--- src/rtl/jump_branch_resolve_if.sv ---
// Interface bundling the ID/EX operand bus and the redirect/flush/link
// outputs of the jump/branch resolver. The master side is the pipeline
// that feeds operands and consumes redirects; the slave side is the resolver.
interface jump_branch_resolve_if #(
   parameter int CNT_W = 32
);
   logic             stall;
   logic             valid_in;
   logic [2:0]       jump_branch;
   logic [31:0]      pc_plus4;
   logic [31:0]      rs_data;
   logic [31:0]      rt_data;
   logic [15:0]      offset;
   logic [25:0]      target;

   logic             redirect;
   logic [31:0]      redirect_pc;
   logic             flush;
   logic             link_we;
   logic [4:0]       link_rd;
   logic [31:0]      link_data;
   logic [CNT_W-1:0] taken_cnt;

   modport master (
      output stall, valid_in, jump_branch, pc_plus4, rs_data, rt_data, offset, target,
      input  redirect, redirect_pc, flush, link_we, link_rd, link_data, taken_cnt
   );

   modport slave (
      input  stall, valid_in, jump_branch, pc_plus4, rs_data, rt_data, offset, target,
      output redirect, redirect_pc, flush, link_we, link_rd, link_data, taken_cnt
   );
endinterface

--- src/rtl/jump_branch_resolve.sv ---
// EX-stage jump/branch resolver. Decodes the 3-bit JumpBranch code, decides
// taken/not-taken, and issues a registered PC redirect, a multi-cycle IF/ID
// flush and the $31 link write for JAL (no delay slot, link = pc_plus4).
// Optional feature: define JB_TAKEN_CNT_EN to build the taken-redirect
// counter; otherwise taken_cnt is tied to zero.
module jump_branch_resolve #(
   parameter int FLUSH_CYCLES = 2,
   parameter int CNT_W        = 32
) (
   input logic                  clk,
   input logic                  rst,
   jump_branch_resolve_if.slave bus
);

   localparam logic [2:0] JB_BEQ = 3'd1;
   localparam logic [2:0] JB_BNE = 3'd2;
   localparam logic [2:0] JB_JR  = 3'd3;
   localparam logic [2:0] JB_J   = 3'd4;
   localparam logic [2:0] JB_JAL = 3'd7;

   localparam logic [3:0] FLUSH_LOAD = 4'(FLUSH_CYCLES - 1);

   typedef enum logic {
      IDLE,
      FLUSH
   } state_t;

   state_t      state_q, state_d;
   logic [3:0]  flush_cnt_q, flush_cnt_d;
   logic        redirect_q, redirect_d;
   logic [31:0] redirect_pc_q, redirect_pc_d;
   logic        flush_q, flush_d;
   logic        link_we_q, link_we_d;
   logic [31:0] link_data_q, link_data_d;

   logic        taken;
   logic        is_jal;
   logic        accept;
   logic [31:0] branch_tgt;
   logic [31:0] resolved_pc;

   // Decode the code, evaluate the branch condition and form the target
   always_comb begin
      taken       = 1'b0;
      is_jal      = 1'b0;
      branch_tgt  = bus.pc_plus4 + {{14{bus.offset[15]}}, bus.offset, 2'b00};
      resolved_pc = branch_tgt;
      case (bus.jump_branch)
         JB_BEQ: begin
            taken       = (bus.rs_data == bus.rt_data);
            resolved_pc = branch_tgt;
         end
         JB_BNE: begin
            taken       = (bus.rs_data != bus.rt_data);
            resolved_pc = branch_tgt;
         end
         JB_JR: begin
            taken       = 1'b1;
            resolved_pc = bus.rs_data;
         end
         JB_J: begin
            taken       = 1'b1;
            resolved_pc = {bus.pc_plus4[31:28], bus.target, 2'b00};
         end
         JB_JAL: begin
            taken       = 1'b1;
            is_jal      = 1'b1;
            resolved_pc = {bus.pc_plus4[31:28], bus.target, 2'b00};
         end
         default: begin
            taken       = 1'b0;
         end
      endcase
      // The !redirect_q term keeps redirects one cycle apart when the
      // flush is a single cycle and the FSM never leaves IDLE.
      accept = (state_q == IDLE) && bus.valid_in && !bus.stall && taken && !redirect_q;
   end

   // Next-state and next-output logic for the IDLE/FLUSH sequencer
   always_comb begin
      state_d       = state_q;
      flush_cnt_d   = flush_cnt_q;
      redirect_d    = 1'b0;
      redirect_pc_d = redirect_pc_q;
      flush_d       = flush_q;
      link_we_d     = 1'b0;
      link_data_d   = link_data_q;
      case (state_q)
         IDLE: begin
            flush_d = 1'b0;
            if (accept) begin
               redirect_d    = 1'b1;
               redirect_pc_d = resolved_pc;
               flush_d       = 1'b1;
               flush_cnt_d   = FLUSH_LOAD;
               state_d       = (FLUSH_CYCLES == 1) ? IDLE : FLUSH;
               if (is_jal) begin
                  link_we_d   = 1'b1;
                  link_data_d = bus.pc_plus4;
               end
            end
         end
         FLUSH: begin
            flush_d = 1'b1;
            if (!bus.stall) begin
               if (flush_cnt_q == 4'd0) begin
                  state_d = IDLE;
                  flush_d = 1'b0;
               end else begin
                  flush_cnt_d = flush_cnt_q - 4'd1;
               end
            end
         end
         default: begin
            state_d = IDLE;
            flush_d = 1'b0;
         end
      endcase
   end

   // Sequencer state and registered outputs; reset aborts any flush
   always_ff @(posedge clk) begin
      if (rst) begin
         state_q       <= IDLE;
         flush_cnt_q   <= 4'd0;
         redirect_q    <= 1'b0;
         redirect_pc_q <= 32'd0;
         flush_q       <= 1'b0;
         link_we_q     <= 1'b0;
         link_data_q   <= 32'd0;
      end else begin
         state_q       <= state_d;
         flush_cnt_q   <= flush_cnt_d;
         redirect_q    <= redirect_d;
         redirect_pc_q <= redirect_pc_d;
         flush_q       <= flush_d;
         link_we_q     <= link_we_d;
         link_data_q   <= link_data_d;
      end
   end

`ifdef JB_TAKEN_CNT_EN
   logic [CNT_W-1:0] taken_cnt_q, taken_cnt_d;

   // Count accepted redirects, wrapping naturally at the counter width
   always_comb begin
      taken_cnt_d = taken_cnt_q;
      if (accept) begin
         taken_cnt_d = taken_cnt_q + CNT_W'(1);
      end
   end

   // Taken-redirect counter register
   always_ff @(posedge clk) begin
      if (rst) begin
         taken_cnt_q <= '0;
      end else begin
         taken_cnt_q <= taken_cnt_d;
      end
   end

   assign bus.taken_cnt = taken_cnt_q;
`else
   assign bus.taken_cnt = '0;
`endif

   assign bus.redirect    = redirect_q;
   assign bus.redirect_pc = redirect_pc_q;
   assign bus.flush       = flush_q;
   assign bus.link_we     = link_we_q;
   assign bus.link_rd     = 5'd31;
   assign bus.link_data   = link_data_q;

endmodule

--- src/flat_wrapper.sv ---
// flat-port wrapper written by rule: the top's interface ports become plain ports
module jump_branch_resolve_flat 
#(
   parameter int FLUSH_CYCLES = 2,
   parameter int CNT_W        = 32
)
  (clk, rst, bus_stall, bus_valid_in, bus_jump_branch, bus_pc_plus4, bus_rs_data, bus_rt_data, bus_offset, bus_target, bus_redirect, bus_redirect_pc, bus_flush, bus_link_we, bus_link_rd, bus_link_data, bus_taken_cnt);
  jump_branch_resolve_if #(.CNT_W(CNT_W)) bus_i ();
  input logic clk;
  input logic rst;
  input wire logic [$bits(bus_i.stall)-1:0] bus_stall;
  input wire logic [$bits(bus_i.valid_in)-1:0] bus_valid_in;
  input wire logic [$bits(bus_i.jump_branch)-1:0] bus_jump_branch;
  input wire logic [$bits(bus_i.pc_plus4)-1:0] bus_pc_plus4;
  input wire logic [$bits(bus_i.rs_data)-1:0] bus_rs_data;
  input wire logic [$bits(bus_i.rt_data)-1:0] bus_rt_data;
  input wire logic [$bits(bus_i.offset)-1:0] bus_offset;
  input wire logic [$bits(bus_i.target)-1:0] bus_target;
  output wire logic [$bits(bus_i.redirect)-1:0] bus_redirect;
  output wire logic [$bits(bus_i.redirect_pc)-1:0] bus_redirect_pc;
  output wire logic [$bits(bus_i.flush)-1:0] bus_flush;
  output wire logic [$bits(bus_i.link_we)-1:0] bus_link_we;
  output wire logic [$bits(bus_i.link_rd)-1:0] bus_link_rd;
  output wire logic [$bits(bus_i.link_data)-1:0] bus_link_data;
  output wire logic [$bits(bus_i.taken_cnt)-1:0] bus_taken_cnt;
  assign bus_i.stall = bus_stall;
  assign bus_i.valid_in = bus_valid_in;
  assign bus_i.jump_branch = bus_jump_branch;
  assign bus_i.pc_plus4 = bus_pc_plus4;
  assign bus_i.rs_data = bus_rs_data;
  assign bus_i.rt_data = bus_rt_data;
  assign bus_i.offset = bus_offset;
  assign bus_i.target = bus_target;
  assign bus_redirect = bus_i.redirect;
  assign bus_redirect_pc = bus_i.redirect_pc;
  assign bus_flush = bus_i.flush;
  assign bus_link_we = bus_i.link_we;
  assign bus_link_rd = bus_i.link_rd;
  assign bus_link_data = bus_i.link_data;
  assign bus_taken_cnt = bus_i.taken_cnt;
  jump_branch_resolve #(.FLUSH_CYCLES(FLUSH_CYCLES), .CNT_W(CNT_W)) u_core (.clk(clk), .rst(rst), .bus(bus_i));
endmodule
--- config.mk ---
export PLATFORM = sky130hd
export DESIGN_NAME = jump_branch_resolve_flat
export DESIGN_NICKNAME = d
export VERILOG_FILES = /design/src/rtl/jump_branch_resolve_if.sv /design/src/rtl/jump_branch_resolve.sv /design/src/flat_wrapper.sv
export SDC_FILE = /design/constraint.sdc
export NUM_CORES = 1
export LEC_CHECK = 0
export ABC_AREA = 1
export BUFFER_PORTS_ARGS = -buffer_cell sky130_fd_sc_hd__buf_2
export CAP_MARGIN = 20
export CORE_MARGIN = 1
export CORE_UTILIZATION = 40
export CTS_CLUSTER_SIZE = 28
export DETAILED_ROUTE_END_ITERATION = 10
export GPL_TIMING_DRIVEN = 0
export PLACE_DENSITY = 0.77
export SLEW_MARGIN = 5
export SYNTH_ARGS = -nofsm -noshare
export SYNTH_HDL_FRONTEND = slang
export SYNTH_SLANG_ARGS = --single-unit
--- constraint.sdc ---
create_clock -name clk -period 4.1 [get_ports clk]
set_input_delay 0.205 -clock clk [delete_from_list [all_inputs] [get_ports clk]]
set_output_delay 0.205 -clock clk [all_outputs]
set_load 0.01 [all_outputs]
==> run metrics <==
status=finished clean; vias per inst=4.78; area leader, netlist=dfxtp_1; Yosys reg bits=between 70 and 80; placed wire-length estimate=17.5 mm; Layout Skew=around 0.0074 ns; # port buffers=210; antenna viol nets, final=0; Post-DP Area=approximately 7600 sq um; average wire per standard cell=about 14 microns; # IOs=249; Worst Max-Slew Pin Slew=around 0.69 ns; vias in the first global route=approximately 6300; cells on worst reg2reg path=7; die area=~16000 sq um; post-cts sizing count=0; crit path from=bus_offset[0]; hold_buf cts=0; RSZ-0062 raised after global routing=false; Crit Path Class=input pin to flip-flop; Post-CTS Setup Bufs=0; fin nets=1510; Crit Path Max Fanout=6; RR Startpoint=u_core.state_q; sequential share of the synthesized area=0.231; count of cell types in the netlist=35; largest net degree at the start of global routing=16; Mapped Avg Cell Area=5.72 sq um; Worst Hold Class=input pin to flip-flop; core area=15100 sq um; clk root buf=clkbuf_16; Rel. slew slack=0.536; clock-pin slew on the worst setup and hold paths=~0.07 ns; crit path to=u_core.bus.redirect_pc[22]; Num CTS Buffers=9; top post-synthesis cells by area=dfxtp_1, nand2_1, nor2_1; first-pass GRT wire length=around 32 mm; Critical Path RT=about 4.4 ns; Fin Hold WS=0.0937 ns; most common library cells after synthesis=nand2_1, nor2_1, inv_1; static leakage=4.60 nW; Crit. End Element=flip-flop; Final Wtd Congestion=0.927; Pre-antenna DRT Iters=5; clock buffer depth=2; final setup TNS=0 ns; CP Launch Type=input pin; WL final=21.0 mm; Post-synth EDFFs=0; post-synthesis async set-or-reset flop share=0; worst skew pair latency=0.35 ns; maxcap violations=0; WP data arrival=2.34 ns; fraction of layout cells with a size suffix above 1=0.217; Top FF cell, synth=dfxtp_1; Fmax=between 400 and 500 MHz; Cell Pwr Density=between 200 and 300 nW/um^2; # DRC=0; Netlist Area Pre-Place=between 6000 and 7000 sq um; Worst R2R End=u_core.bus.link_data[30]; Final min period=2.06 ns; count leader, synth=nand2_1; cell count after synthesis=between 1000 and 1500; GRT Overall Usage=0.258; Slew Limit Fails=0; final setup violating endpoints=0; Final Hold Viols=0; synth warn=0; final std cell area, no fill=about 7900 sq um; H-Tree Depth=3; clk sink count=71; Die Ht=between 100 and 150 microns; fill count=approximately 1600; R2R Setup Slk=roughly 2.2 ns; initial DRC count=~460; vias=approximately 7300; initial antenna violation count=2; CTS tree=built; initial core utilization=0.407; maximum VDD drop=around 200 uV; overall die width=~130 microns; area grow syn2layout=27.7%; gr ovfl total=0; fin crit share=0.502; area fraction of the dominant cell type after synthesis=0.231; Std-Cell Rows=45
-- worst min-delay path by stage --
stage	from	end	depth (start not counted)
global route	bus_pc_plus4[2]	u_core.bus.link_data[2]	3
finish	bus_pc_plus4[1]	u_core.bus.link_data[1]	3
floorplan	bus_pc_plus4[0]	u_core.bus.link_data[0]	2
global placement	bus_pc_plus4[2]	u_core.bus.link_data[2]	3
detailed placement	bus_pc_plus4[1]	u_core.bus.link_data[1]	3
CTS	bus_pc_plus4[1]	u_core.bus.link_data[1]	3
-- placed cells by master (no fill, tap or decap), types with 30 or more instances in the layout --
master,Yosys,layout
inv_1,134,134
buf_4,42,42
buf_2,6,216
conb_1,2,37
a21oi_1,50,50
dfxtp_1,71,71
o21ai_0,33,33
a22oi_1,30,30
ha_1,30,30
nor2_1,174,174
nand3_1,56,56
nand2_1,355,355
-- logic make-up after synthesis --
kind of cell / after synthesis / synth area share
simple gates: 618 / 0.402
other cells: 2 / 0.00122
flops: 71 / 0.231
xor+xnor: 15 / 0.0213
compound gates: 135 / 0.124
fa+ha+maj: 31 / 0.0641
buf+inv: 206 / 0.156
-- report_power, final --
part           internal (mW)  switching [mW]
clock                  0.422           0.353
sequential             0.712          0.0128
combinational          0.251           0.412
-- stage by stage --
step / std cells / setup slack (ns) / utilization / power (mW)
finish: 1529 / 2.04 / 0.520 / 2.16
detailed placement: 1511 / 1.72 / 0.501 / 1.39
global placement: 1511 / 1.76 / 0.501 / 1.39
floorplan: 1113 / 2.26 / - / 1.16
global route: 1529 / 1.84 / 0.520 / 2.28
CTS: 1527 / 2.07 / 0.520 / 2.17
-- area by class of cell --
type	count	area (sq um)	area share
clock buffers	9	225	0.0286
inverters	140	526	0.0667
diodes	2	5.00	0.000636
flip-flops and latches	71	1420	0.181
plain buffers	66	435	0.0553
clock inverters	7	61.3	0.00779
multi-input cells	836	3910	0.497
well taps	188	235	0.0299
repair buffers	210	1050	0.133
-- layer usage --
layer	up-vias	global-route usage	share of wire
met5	-	0	0
met4	0	0.0858	0.021
met3	29	0.0510	0.075
met2	292	0.440	0.47
met1	3166	0.326	0.44
li1	3815	-	-
-- state kept, by name, summed over array words and instances (netlist names) --
register and count:
u_core.bus.redirect_pc 32, u_core.bus.link_we 1, u_core.bus.redirect 1, u_core.flush_cnt_q 4
u_core.state_q 1, u_core.bus.link_data 32
-- critical path, stage by stage --
cell	delay, ns
buf_2	0.10
ha_1	0.22
fa_1	0.38
nand2_1	0.10
nand2_1	0.08
nand3_1	0.07
nand2_1	0.15
nand2_1	0.10
nand2_1	0.13
nand2_1	0.09
nand2_1	0.11
nand2_1	0.11
nand2_1	0.05
nand2_1	0.06
inv_1	0.04
nor2_1	0.18
nor2_1	0.07
nor2_1	0.11
No activity file was read; power rests on OpenSTA's default activity.
